## config.mk

```make
export PLATFORM = sky130hd
export DESIGN_NAME = interrupt_sequencer_flat
export DESIGN_NICKNAME = d
export VERILOG_FILES = /design/src/rtl/interrupt_sequencer_pkg.sv /design/src/rtl/interrupt_sequencer_if.sv /design/src/rtl/interrupt_sequencer_prio_enc16.sv /design/src/rtl/interrupt_sequencer.sv /design/src/flat_wrapper.sv
export SDC_FILE = /design/constraint.sdc
export NUM_CORES = 1
export LEC_CHECK = 0
export ABC_AREA = 1
export CAP_MARGIN = 20
export CORE_ASPECT_RATIO = 1.25
export CORE_UTILIZATION = 55
export DETAILED_ROUTE_END_ITERATION = 6
export GPL_TIMING_DRIVEN = 0
export PLACE_DENSITY = 0.95
export SKIP_CTS_REPAIR_TIMING = 1
export SYNTH_ARGS = -nofsm -noshare
export SYNTH_HDL_FRONTEND = slang
export SYNTH_HIERARCHICAL = 1
export SYNTH_SLANG_ARGS = --single-unit
```

## constraint.sdc

```tcl
create_clock -name i_clk -period 4.79 [get_ports i_clk]
set_input_delay 0.7185 -clock i_clk [delete_from_list [all_inputs] [get_ports i_clk]]
set_output_delay 0.7185 -clock i_clk [all_outputs]
set_load 0.02 [all_outputs]
```

## src/rtl/interrupt_sequencer_pkg.sv

```systemverilog
// Shared constants for the interrupt sequencer: register offsets and FSM
// state encodings. Software headers mirror these values.
package interrupt_sequencer_pkg;

    localparam int NUM_LINES = 16;
    localparam int ENC_W     = 5;

    // Word offsets from BASE_ADDR
    localparam logic [1:0] REG_ENABLE  = 2'd0;
    localparam logic [1:0] REG_PENDING = 2'd1;
    localparam logic [1:0] REG_CLAIM   = 2'd2;
    localparam logic [1:0] REG_EOI     = 2'd3;

    // Code 3 is unused and falls back to IDLE
    typedef enum logic [1:0] {
        ST_IDLE   = 2'd0,
        ST_REQ    = 2'd1,
        ST_ACTIVE = 2'd2
    } irq_state_e;

    // True when addr falls in the four-word register window at base
    function automatic logic reg_hit(input logic [15:0] addr, input logic [15:0] base);
        logic [15:0] off;
        off = addr - base;
        return (off[15:2] == 14'd0);
    endfunction

endpackage

```

## src/rtl/interrupt_sequencer_if.sv

```systemverilog
// Register bus between CPU side (master) and the interrupt sequencer (slave).
interface interrupt_sequencer_if;
    logic        i_we;
    logic        i_re;
    logic [15:0] i_addr;
    logic [15:0] i_data;
    logic [15:0] o_data;

    modport master (output i_we, i_re, i_addr, i_data, input  o_data);
    modport slave  (input  i_we, i_re, i_addr, i_data, output o_data);
endinterface

```

## src/rtl/interrupt_sequencer_prio_enc16.sv

```systemverilog
// Lowest-index-first priority encoder: output is index+1 of the lowest set
// bit, 0 when no bit is set.
module prio_enc16 (
    input  logic [15:0] i_vec,
    output logic [4:0]  o_enc
);

    // Scan high to low so the lowest set index is the last assignment
    always_comb begin
        o_enc = 5'd0;
        for (int i = 15; i >= 0; i--) begin
            if (i_vec[i]) o_enc = 5'(i + 1);
        end
    end

endmodule

```

## src/rtl/interrupt_sequencer.sv

```systemverilog
// Interrupt sequencer: edge-detects 16 request lines into PENDING, masks with
// ENABLE, raises o_int for the highest-priority line and sequences
// claim / end-of-interrupt without nesting.
module interrupt_sequencer
    import interrupt_sequencer_pkg::*;
#(
    parameter logic [15:0] BASE_ADDR = 16'h0420
) (
    input  logic                  i_clk,
    input  logic                  i_rst_n,
    interrupt_sequencer_if.slave  bus,
    input  logic [15:0]           i_lines,
    output logic                  o_int,
    output logic                  o_busy
);

    irq_state_e        state;
    logic [15:0]       enable_q;
    logic [15:0]       pending_q;
    logic [15:0]       lines_q;
    logic [ENC_W-1:0]  cur_q;

    logic [15:0]       off_full;
    logic [1:0]        off;
    logic              hit;
    logic              wr_enable, wr_pending, wr_eoi, rd_claim;
    logic [15:0]       eligible;
    logic [ENC_W-1:0]  enc;
    logic              claim_go;
    logic [15:0]       claim_clr;
    logic [15:0]       w1c;
    logic [15:0]       rise;

    assign off_full   = bus.i_addr - BASE_ADDR;
    assign off        = off_full[1:0];
    assign hit        = reg_hit(bus.i_addr, BASE_ADDR);

    assign wr_enable  = bus.i_we & hit & (off == REG_ENABLE);
    assign wr_pending = bus.i_we & hit & (off == REG_PENDING);
    assign wr_eoi     = bus.i_we & hit & (off == REG_EOI);
    assign rd_claim   = bus.i_re & hit & (off == REG_CLAIM);

    assign eligible   = pending_q & enable_q;

    prio_enc16 u_enc (
        .i_vec (eligible),
        .o_enc (enc)
    );

    // A claim only takes effect when something is actually eligible; a
    // claim racing a mask-off in REQ simply returns 0.
    assign claim_go   = rd_claim && (state == ST_REQ) && (enc != '0);
    assign claim_clr  = claim_go ? (16'h0001 << (enc - 5'd1)) : 16'h0000;
    assign w1c        = wr_pending ? bus.i_data : 16'h0000;
    assign rise       = i_lines & ~lines_q;

    // Edge sampler, ENABLE and PENDING; a new edge overrides any same-cycle clear
    always_ff @(posedge i_clk or negedge i_rst_n) begin
        if (!i_rst_n) begin
            lines_q   <= '0;
            enable_q  <= '0;
            pending_q <= '0;
        end else begin
            lines_q   <= i_lines;
            if (wr_enable) enable_q <= bus.i_data;
            pending_q <= (pending_q & ~w1c & ~claim_clr) | rise;
        end
    end

    // Service FSM with registered o_int / o_busy; o_int trails REQ by a cycle
    always_ff @(posedge i_clk or negedge i_rst_n) begin
        if (!i_rst_n) begin
            state  <= ST_IDLE;
            cur_q  <= '0;
            o_int  <= 1'b0;
            o_busy <= 1'b0;
        end else begin
            o_int  <= 1'b0;
            o_busy <= 1'b0;
            case (state)
                ST_IDLE: begin
                    if (eligible != '0) state <= ST_REQ;
                end
                ST_REQ: begin
                    if (claim_go) begin
                        state  <= ST_ACTIVE;
                        cur_q  <= enc;
                        o_busy <= 1'b1;
                    end else begin
                        o_int <= 1'b1;
                        if (eligible == '0) state <= ST_IDLE;
                    end
                end
                ST_ACTIVE: begin
                    if (wr_eoi) begin
                        state <= ST_IDLE;
                        cur_q <= '0;
                    end else begin
                        o_busy <= 1'b1;
                    end
                end
                default: state <= ST_IDLE;
            endcase
        end
    end

    // Registered read data; values are those before this cycle's updates
    always_ff @(posedge i_clk or negedge i_rst_n) begin
        if (!i_rst_n) begin
            bus.o_data <= '0;
        end else begin
            bus.o_data <= '0;
            if (bus.i_re && hit) begin
                case (off)
                    REG_ENABLE:  bus.o_data <= enable_q;
                    REG_PENDING: bus.o_data <= pending_q;
                    REG_CLAIM: begin
                        if (state == ST_REQ)         bus.o_data <= {11'd0, enc};
                        else if (state == ST_ACTIVE) bus.o_data <= {11'd0, cur_q};
                        else                         bus.o_data <= '0;
                    end
                    default:     bus.o_data <= '0;
                endcase
            end
        end
    end

endmodule

```

## src/flat_wrapper.sv

```systemverilog
// flat-port wrapper written by rule: the top's interface ports become plain ports
module interrupt_sequencer_flat import interrupt_sequencer_pkg::*;
#(
    parameter logic [15:0] BASE_ADDR = 16'h0420
)
  (i_clk, i_rst_n, i_lines, o_int, o_busy, bus_i_we, bus_i_re, bus_i_addr, bus_i_data, bus_o_data);
  interrupt_sequencer_if bus_i ();
  input  logic i_clk;
  input  logic i_rst_n;
  input  logic [15:0] i_lines;
  output logic o_int;
  output logic o_busy;
  input wire logic [$bits(bus_i.i_we)-1:0] bus_i_we;
  input wire logic [$bits(bus_i.i_re)-1:0] bus_i_re;
  input wire logic [$bits(bus_i.i_addr)-1:0] bus_i_addr;
  input wire logic [$bits(bus_i.i_data)-1:0] bus_i_data;
  output wire logic [$bits(bus_i.o_data)-1:0] bus_o_data;
  assign bus_i.i_we = bus_i_we;
  assign bus_i.i_re = bus_i_re;
  assign bus_i.i_addr = bus_i_addr;
  assign bus_i.i_data = bus_i_data;
  assign bus_o_data = bus_i.o_data;
  interrupt_sequencer #(.BASE_ADDR(BASE_ADDR)) u_core (.i_clk(i_clk), .i_rst_n(i_rst_n), .bus(bus_i), .i_lines(i_lines), .o_int(o_int), .o_busy(o_busy));
endmodule
```

==> impl_metrics.sql, run 1 <==
INSERT INTO impl_metrics (metric_group, metric, value, unit) VALUES
('grt', 'first_global_vias', '3298', ''),
('power_and_ir_drop', 'pwr-share-seq', '0.520', ''),
('finish', 'fraction_of_final_layout_cells_sized_beyond_drive_strength_1', '0.0804', ''),
('routing', 'postRouteWirelength', '9170', 'um'),
('critical_path', 'crit_fanout', '9', ''),
('die', 'floorplan.core_area', '6520', 'um2'),
('place', 'placed_area', '4490', 'um2'),
('sta', 'min_period_over_period', '0.545', ''),
('sta', 'hold_ws', '424', 'ps'),
('synth', 'ys_top_cells_by_count', 'sky130_fd_sc_hd__nand2_1 (163), sky130_fd_sc_hd__inv_1 (95), sky130_fd_sc_hd__dfrtp_1 (73)', ''),
('worst_hold_path', 'worstHoldStart', 'u_core/lines_q[15]$_DFF_PN0_', ''),
('critical_path', 'reg2regPathDepth', '16', ''),
('routing', 'route.vias.total', '3356', ''),
('finish', 'post-route-util', '0.718', ''),
('sta', 'achievable_freq', '0.383', 'GHz'),
('flow_run', 'max_cap_viol_count', '0', ''),
('grt', 'globalRouteOverflowTotal', '0', ''),
('critical_path', 'timing.reg2reg.setup_slack', '2180', 'ps'),
('synth', 'dominant_combinational_cell_family_by_area_after_synthesis', 'simple AND/OR/NAND/NOR gates', ''),
('finish', 'finalNetCount', '623', ''),
('synth', 'post-synth-top-area-fraction', '0.494', ''),
('sta', 'fin_worst_skew', '9.13', 'ps'),
('sta', 'rsz0062_at_grt', 'no', ''),
('synth', 'postSynthRegisterBits', '73', ''),
('sta', 'timing.slew.headroom', '0.413', ''),
('sta', 'tns', '0', 'ps'),
('place', 'gp_congestion', '0.943', ''),
('critical_path', 'critical_path.startpoint_type', 'register', ''),
('place', 'post-place-ws', '2030', 'ps'),
('synth', 'synth.yosys.warnings', '6', ''),
('synth', 'mappedNetlistNets', '543', ''),
('synth', 'synth_async_sr_flop_share', '1.00', ''),
('power_and_ir_drop', 'cell_internal_pwr', '0.920', 'mW'),
('power_and_ir_drop', 'power.density_cell_area', '258', 'nW/um2'),
('synth', 'area_share_of_xor_xnor_cells_in_the_synthesized_design', '0', ''),
('die', 'design.portCount', '70', ''),
('routing', 'drtAntennaViolNets', '0', ''),
('grt', 'grt_first_pass_wirelength', '14800', 'um'),
('routing', 'wl_per_cell', '13.9', 'um'),
('grt', 'grt_start_max_net_pins', '74', ''),
('synth', 'syn-instance-count', '487', ''),
('critical_path', 'arr_time_crit_path', '2850', 'ps'),
('critical_path', 'reg2reg_from', 'u_core/enable_q[13]$_DFFE_PN0P_', ''),
('clock_network', 'worstSkewPairLatency', '350', 'ps'),
('outcome', 'status', 'finished clean', ''),
('place', 'place_inst', '643', ''),
('clock_network', 'cts_buffers', '9', ''),
('critical_path', 'end_kind', 'register', ''),
('die', 'core.rowCount', '33', ''),
('power_and_ir_drop', 'leakage', '2.35', 'nW'),
('synth', 'post-synth-top-count-cell', 'sky130_fd_sc_hd__nand2_1', ''),
('power_and_ir_drop', 'sw_frac_of_total', '0.239', ''),
('routing', 'dr.first_iter.drc_count', '227', ''),
('routing', 'drt_pass1_iterations', '5', ''),
('finish', 'finalNonFillerCells', '659', ''),
('critical_path', 'critPathTopFamily', 'simple AND/OR/NAND/NOR gates', ''),
('synth', 'synth.largest_area_cell', 'sky130_fd_sc_hd__dfrtp_1', ''),
('worst_hold_path', 'holdPathStages', '1', ''),
('power_and_ir_drop', 'switchingPower', '0.290', 'mW'),
('power_and_ir_drop', 'worst_ir_drop_vdd', '0.286', 'mV'),
('clock_network', 'ctsHtreeMaxLevel', '3', ''),
('critical_path', 'slowest_stage', 'sky130_fd_sc_hd__dfrtp_1', ''),
('clock_network', 'cts_max_path_buffers', '2', ''),
('clock_network', 'tritoncts', 'yes', ''),
('worst_hold_path', 'worst_hold_path_ep', 'u_core/pending_q[15]$_DFF_PN0_', ''),
('finish', 'total_non_filler_cell_area_in_the_finished_layout', '4690', 'um2'),
('clock_network', 'clk_root_buffer_cell', 'sky130_fd_sc_hd__clkbuf_8', ''),
('sta', 'finalWorstPathRequiredPeriod', '2610', 'ps'),
('die', 'die-height', '93.6', 'um'),
('sta', 'timing_worst_slew_pin_value', '881', 'ps'),
('synth', 'share_of_cell_area_taken_by_muxes_after_synthesis', '0', '');
==> cell families after synthesis <==
family,after synthesis
and+or+nand+nor,249
buffers and inverters,107
DFF,73
AOI/OAI and AO/OA,54
adders and majority gates,4
==> metal layers <==
metal	track usage	wire length, um	vias to the layer above
li1	-	-	1667
met1	0.349	3690	1558
met2	0.475	4800	112
met3	0.0582	463	19
met4	0.137	204	0
met5	0	0	-
==> power groups by stage <==
stage | registers (mW) | logic [mW] | clock network (mW)
after global routing | 0.629 | 0.120 | 0.512
final | 0.629 | 0.107 | 0.474
after detailed placement | 0.641 | 0.108 | 0
after global placement | 0.640 | 0.104 | 0
after floorplan | 0.642 | 0.0360 | 0
after CTS | 0.629 | 0.108 | 0.487
==> layout by cell type, fill, tap and decap left out, types with 3 or more instances in the layout <==
cell | synthesis | routed
sky130_fd_sc_hd__nand2_1 | 163 | 163
sky130_fd_sc_hd__inv_1 | 95 | 95
sky130_fd_sc_hd__a21oi_1 | 14 | 14
sky130_fd_sc_hd__o21ai_2 | 6 | 6
sky130_fd_sc_hd__o21ai_0 | 8 | 8
sky130_fd_sc_hd__nor3_1 | 6 | 6
sky130_fd_sc_hd__nand3_1 | 29 | 29
sky130_fd_sc_hd__dfrtp_1 | 73 | 73
sky130_fd_sc_hd__clkdlybuf4s50_1 | 0 | 68
sky130_fd_sc_hd__nand4_1 | 9 | 9
sky130_fd_sc_hd__nor2_1 | 27 | 27
sky130_fd_sc_hd__buf_2 | 6 | 6
sky130_fd_sc_hd__nor2_4 | 3 | 3
sky130_fd_sc_hd__ha_1 | 4 | 4
sky130_fd_sc_hd__nand2_2 | 3 | 3
sky130_fd_sc_hd__clkbuf_8 | 0 | 9
sky130_fd_sc_hd__inv_2 | 3 | 3
sky130_fd_sc_hd__o21ai_1 | 16 | 16
==> flip-flops by register name, indices dropped and copies added, names as in the netlist <==
name	cells
u_core/o_busy	1
u_core/cur_q	5
u_core/state	2
u_core/bus.o_data	16
u_core/lines_q	16
u_core/o_int	1
u_core/enable_q	16
u_core/pending_q	16
==> worst max-delay path by stage <==
stage                     cells after the start  slack (ps)                            start                             end
after floorplan                              15        2680  u_core/enable_q[10]$_DFFE_PN0P_     u_core/cur_q[3]$_DFFE_PN0P_
after global placement                        1         660                          i_rst_n     u_core/lines_q[1]$_DFF_PN0_
after detailed placement                     13        2030                    bus_i_addr[5]  u_core/pending_q[11]$_DFF_PN0_
after CTS                                    16        2190  u_core/enable_q[13]$_DFFE_PN0P_  u_core/pending_q[12]$_DFF_PN0_
after global routing                         16        1890  u_core/enable_q[13]$_DFFE_PN0P_   u_core/pending_q[9]$_DFF_PN0_
final                                        16        2180  u_core/enable_q[13]$_DFFE_PN0P_  u_core/pending_q[13]$_DFF_PN0_
==> cell type report <==
cell class	instances	area (um2)
Fill cell	552	1840
Sequential cell	73	1830
Multi-Input combinational cell	307	1450
Timing Repair Buffer	69	688
Inverter	99	373
Clock buffer	10	128
Tap cell	87	109
Clock inverter	6	67.6
Buffer	8	45.0
Note: power is estimated with default switching activity, not from simulation.
==> run 2: changes to the inputs <==
--- a/config.mk
+++ b/config.mk
@@ -8,10 +8,10 @@
 export ABC_AREA = 1
 export CAP_MARGIN = 20
 export CORE_ASPECT_RATIO = 1.25
-export CORE_UTILIZATION = 55
+export CORE_UTILIZATION = 52
 export DETAILED_ROUTE_END_ITERATION = 6
 export GPL_TIMING_DRIVEN = 0
-export PLACE_DENSITY = 0.95
+export PLACE_DENSITY = 0.91
 export SKIP_CTS_REPAIR_TIMING = 1
 export SYNTH_ARGS = -nofsm -noshare
 export SYNTH_HDL_FRONTEND = slang
==> constraint.sdc (replaced) <==
create_clock -name i_clk -period 2.7 [get_ports i_clk]
set_input_delay 0.405 -clock i_clk [delete_from_list [all_inputs] [get_ports i_clk]]
set_output_delay 0.405 -clock i_clk [all_outputs]
set_load 0.02 [all_outputs]
==> impl_metrics.sql, run 2 (synthesis gave the netlist of run 1 again) <==
INSERT INTO impl_metrics (metric_group, metric, value, unit) VALUES
('power_and_ir_drop', 'power', '2.19', 'mW'),
('power_and_ir_drop', 'power.density_cell_area', '457', 'nW/um2'),
('power_and_ir_drop', 'switchingPower', '0.509', 'mW'),
('sta', 'min_period_over_period', '0.921', ''),
('sta', 'finalWorstSetupSlack', '212', 'ps'),
('finish', 'final_cell_mix', 'sky130_fd_sc_hd__nand2_1 (157), sky130_fd_sc_hd__inv_1 (94), sky130_fd_sc_hd__dfrtp_1 (73)', ''),
('critical_path', 'crit_top_cell', 'sky130_fd_sc_hd__nand2_1', ''),
('sta', 'finalWorstPathRequiredPeriod', '2490', 'ps'),
('grt', 'globalRouteOverflowTotal', '0', ''),
('finish', 'post-route-util', '0.692', ''),
('clock_network', 'number_of_sinks_handled_by_clock_tree_synthesis', '73', ''),
('critical_path', 'cp-startpoint', 'u_core/pending_q[11]$_DFF_PN0_', ''),
('worst_hold_path', 'hp-class', 'input pin to async pin', ''),
('sta', 'achievable_freq', '0.402', 'GHz'),
('routing', 'dr.first_iter.drc_count', '214', ''),
('finish', 'layout.filler_cells', '565', ''),
('sta', 'final_max_slew_viol_count', '0', ''),
('sta', 'timing.slew.headroom', '0.413', ''),
('sta', 'fin_worst_skew', '13.2', 'ps'),
('routing', 'routed_via_density', '5.09', ''),
('power_and_ir_drop', 'p_comb_frac', '0.087', ''),
('critical_path', 'critPathTopFamily', 'simple AND/OR/NAND/NOR gates', ''),
('power_and_ir_drop', 'clkPwrFrac', '0.405', ''),
('critical_path', 'required', '2930', 'ps'),
('finish', 'leading_cell_type_in_the_layout_fill_and_taps_excluded', 'sky130_fd_sc_hd__nand2_1', ''),
('critical_path', 'critical_path.startpoint_type', 'register', ''),
('flow_run', 'max_cap_viol_count', '0', ''),
('clock_network', 'clk_root_buffer_cell', 'sky130_fd_sc_hd__clkbuf_8', ''),
('routing', 'drt_pass1_iterations', '6', ''),
('critical_path', 'rr_endpoint', 'u_core/pending_q[6]$_DFF_PN0_', ''),
('die', 'dieWidth', '77.4', 'um'),
('grt', 'grt_util_all_layers', '0.261', ''),
('sta', 'timing_worst_slew_pin_value', '880', 'ps'),
('clock_network', 'ctsHtreeMaxLevel', '3', ''),
('place', 'place.port_buffers', '69', ''),
('power_and_ir_drop', 'pwr-share-seq', '0.508', ''),
('clock_network', 'cts_max_path_buffers', '2', ''),
('power_and_ir_drop', 'sw_frac_of_total', '0.232', ''),
('place', 'post-place-ws', '86.0', 'ps'),
('routing', 'route.vias.total', '3387', ''),
('grt', 'grt_first_pass_wirelength', '14900', 'um'),
('critical_path', 'critical_path.cell_chain', 'nand2_1, inv_1, o311ai_1, nand3_1, nand2_1, nand2_1, a21oi_2, nor2_4, nand3_1, nand2_1, inv_2, nand4_4, nor2_4, nand2_1, nand3_1, nand2_1', ''),
('power_and_ir_drop', 'cell_internal_pwr', '1.68', 'mW'),
('power_and_ir_drop', 'worst_ir_drop_vdd', '0.466', 'mV'),
('sta', 'hold_ws', '171', 'ps'),
('routing', 'detailed_route_drc_error_count', '0', ''),
('critical_path', 'timing.reg2reg.setup_slack', '210', 'ps'),
('sta', 'tns', '0', 'ps'),
('power_and_ir_drop', 'leakage', '2.39', 'nW'),
('clock_network', 'cts_buffers', '9', ''),
('finish', 'fraction_of_final_layout_cells_sized_beyond_drive_strength_1', '0.110', ''),
('critical_path', 'slowest_stage', 'sky130_fd_sc_hd__dfrtp_1', ''),
('die', 'floorplan.core_area', '6930', 'um2'),
('grt', 'grt_start_max_net_pins', '74', ''),
('sta', 'setup_violations', '0', ''),
('finish', 'multiInputGateArea', '1510', 'um2'),
('critical_path', 'critical_path_buf_inv_count', '2', ''),
('die', 'design.portCount', '70', ''),
('routing', 'drtAntennaViolNets', '0', ''),
('clock_network', 'worstSkewPairLatency', '340', 'ps'),
('critical_path', 'timing_worst_setup_path_type', 'register to register', ''),
('critical_path', 'arr_time_crit_path', '2720', 'ps'),
('outcome', 'status', 'finished clean', ''),
('clock_network', 'clock_input_transition_at_the_sequential_cells_of_the_worst_setup_and_hold_paths', '80', 'ps'),
('finish', 'finalNetCount', '626', ''),
('clock_network', 'tritoncts', 'yes', ''),
('die', 'initial_core_util', '0.533', ''),
('sta', 'total_count_of_hold_check_failures_in_the_final_report', '0', ''),
('die', 'floorplan.die_area', '7450', 'um2'),
('critical_path', 'cpPeakStageDelay', '410', 'ps'),
('place', 'place.detailed.hpwl', '6890', 'um'),
('critical_path', 'reg2reg_from', 'u_core/pending_q[11]$_DFF_PN0_', ''),
('critical_path', 'crit_fanout', '6', ''),
('routing', 'wl_per_cell', '13.7', 'um'),
('finish', 'seqCellArea', '1830', 'um2'),
('grt', 'antenna_violations_before_repair', '0', ''),
('critical_path', 'path_depth', '16', ''),
('critical_path', 'end_kind', 'register', ''),
('die', 'core.rowCount', '34', ''),
('critical_path', 'worst_setup_path_endpoint', 'u_core/pending_q[6]$_DFF_PN0_', ''),
('place', 'gp_congestion', '0.929', ''),
('grt', 'first_global_vias', '3262', ''),
('die', 'die-height', '96.2', 'um'),
('finish', 'flow.area_growth_from_synthesis', '29.8', '%'),
('critical_path', 'reg2regPathDepth', '16', ''),
('finish', 'diodes', '0', ''),
('routing', 'postRouteWirelength', '9140', 'um');
==> run 2: cell count changes in the layout (fill, tap and decap cells not counted), sizes merged <==
| cell | change |
|---|---|
| buf | +2 |
| clkbuf | +2 |
| clkinv | -1 |
==> run 2: layout make-up <==
cell class,count,share of cell area
plain buffers,8,0.00991
well taps,90,0.0235
inverters,99,0.0777
multi-input cells,307,0.315
flip-flops and latches,73,0.381
clock inverters,5,0.0130
clock buffers,11,0.0316
repair buffers,72,0.148
==> run 2: worst min path at each step <==
stage | end | slack [ps] | cells after the start
final | u_core/lines_q[8]$_DFF_PN0_ | 170 | 1
after global routing | u_core/bus.o_data[9]$_DFF_PN0_ | 260 | 1
after CTS | u_core/lines_q[8]$_DFF_PN0_ | 210 | 1
after detailed placement | u_core/pending_q[15]$_DFF_PN0_ | 420 | 1
after global placement | u_core/pending_q[15]$_DFF_PN0_ | 410 | 1
after floorplan | u_core/bus.o_data[0]$_DFF_PN0_ | 110 | 0
==> run 2: power groups by stage <==
stage | combinational (mW) | sequential (mW) | clock, mW
2_1_floorplan | 0.0638 | 1.14 | 0
3_3_place_gp | 0.185 | 1.14 | 0
3_5_place_dp | 0.190 | 1.14 | 0
4_1_cts | 0.191 | 1.12 | 0.911
5_1_grt | 0.213 | 1.12 | 0.958
6_report | 0.190 | 1.12 | 0.888
==> run 2: per-layer routing <==
layer,wire [um],global-route usage,up-vias
met2,4640,0.471,124
li1,-,-,1668
met3,497,0.0512,24
met4,221,0.0959,0
met1,3790,0.310,1571
met5,0,0,-
==> run 2: metrics by stage <==
stage	cells	area (um2)
after global placement	646	4500
final	665	4800
after CTS	662	4710
after detailed placement	646	4500
after global routing	665	4800
after floorplan	487	3690
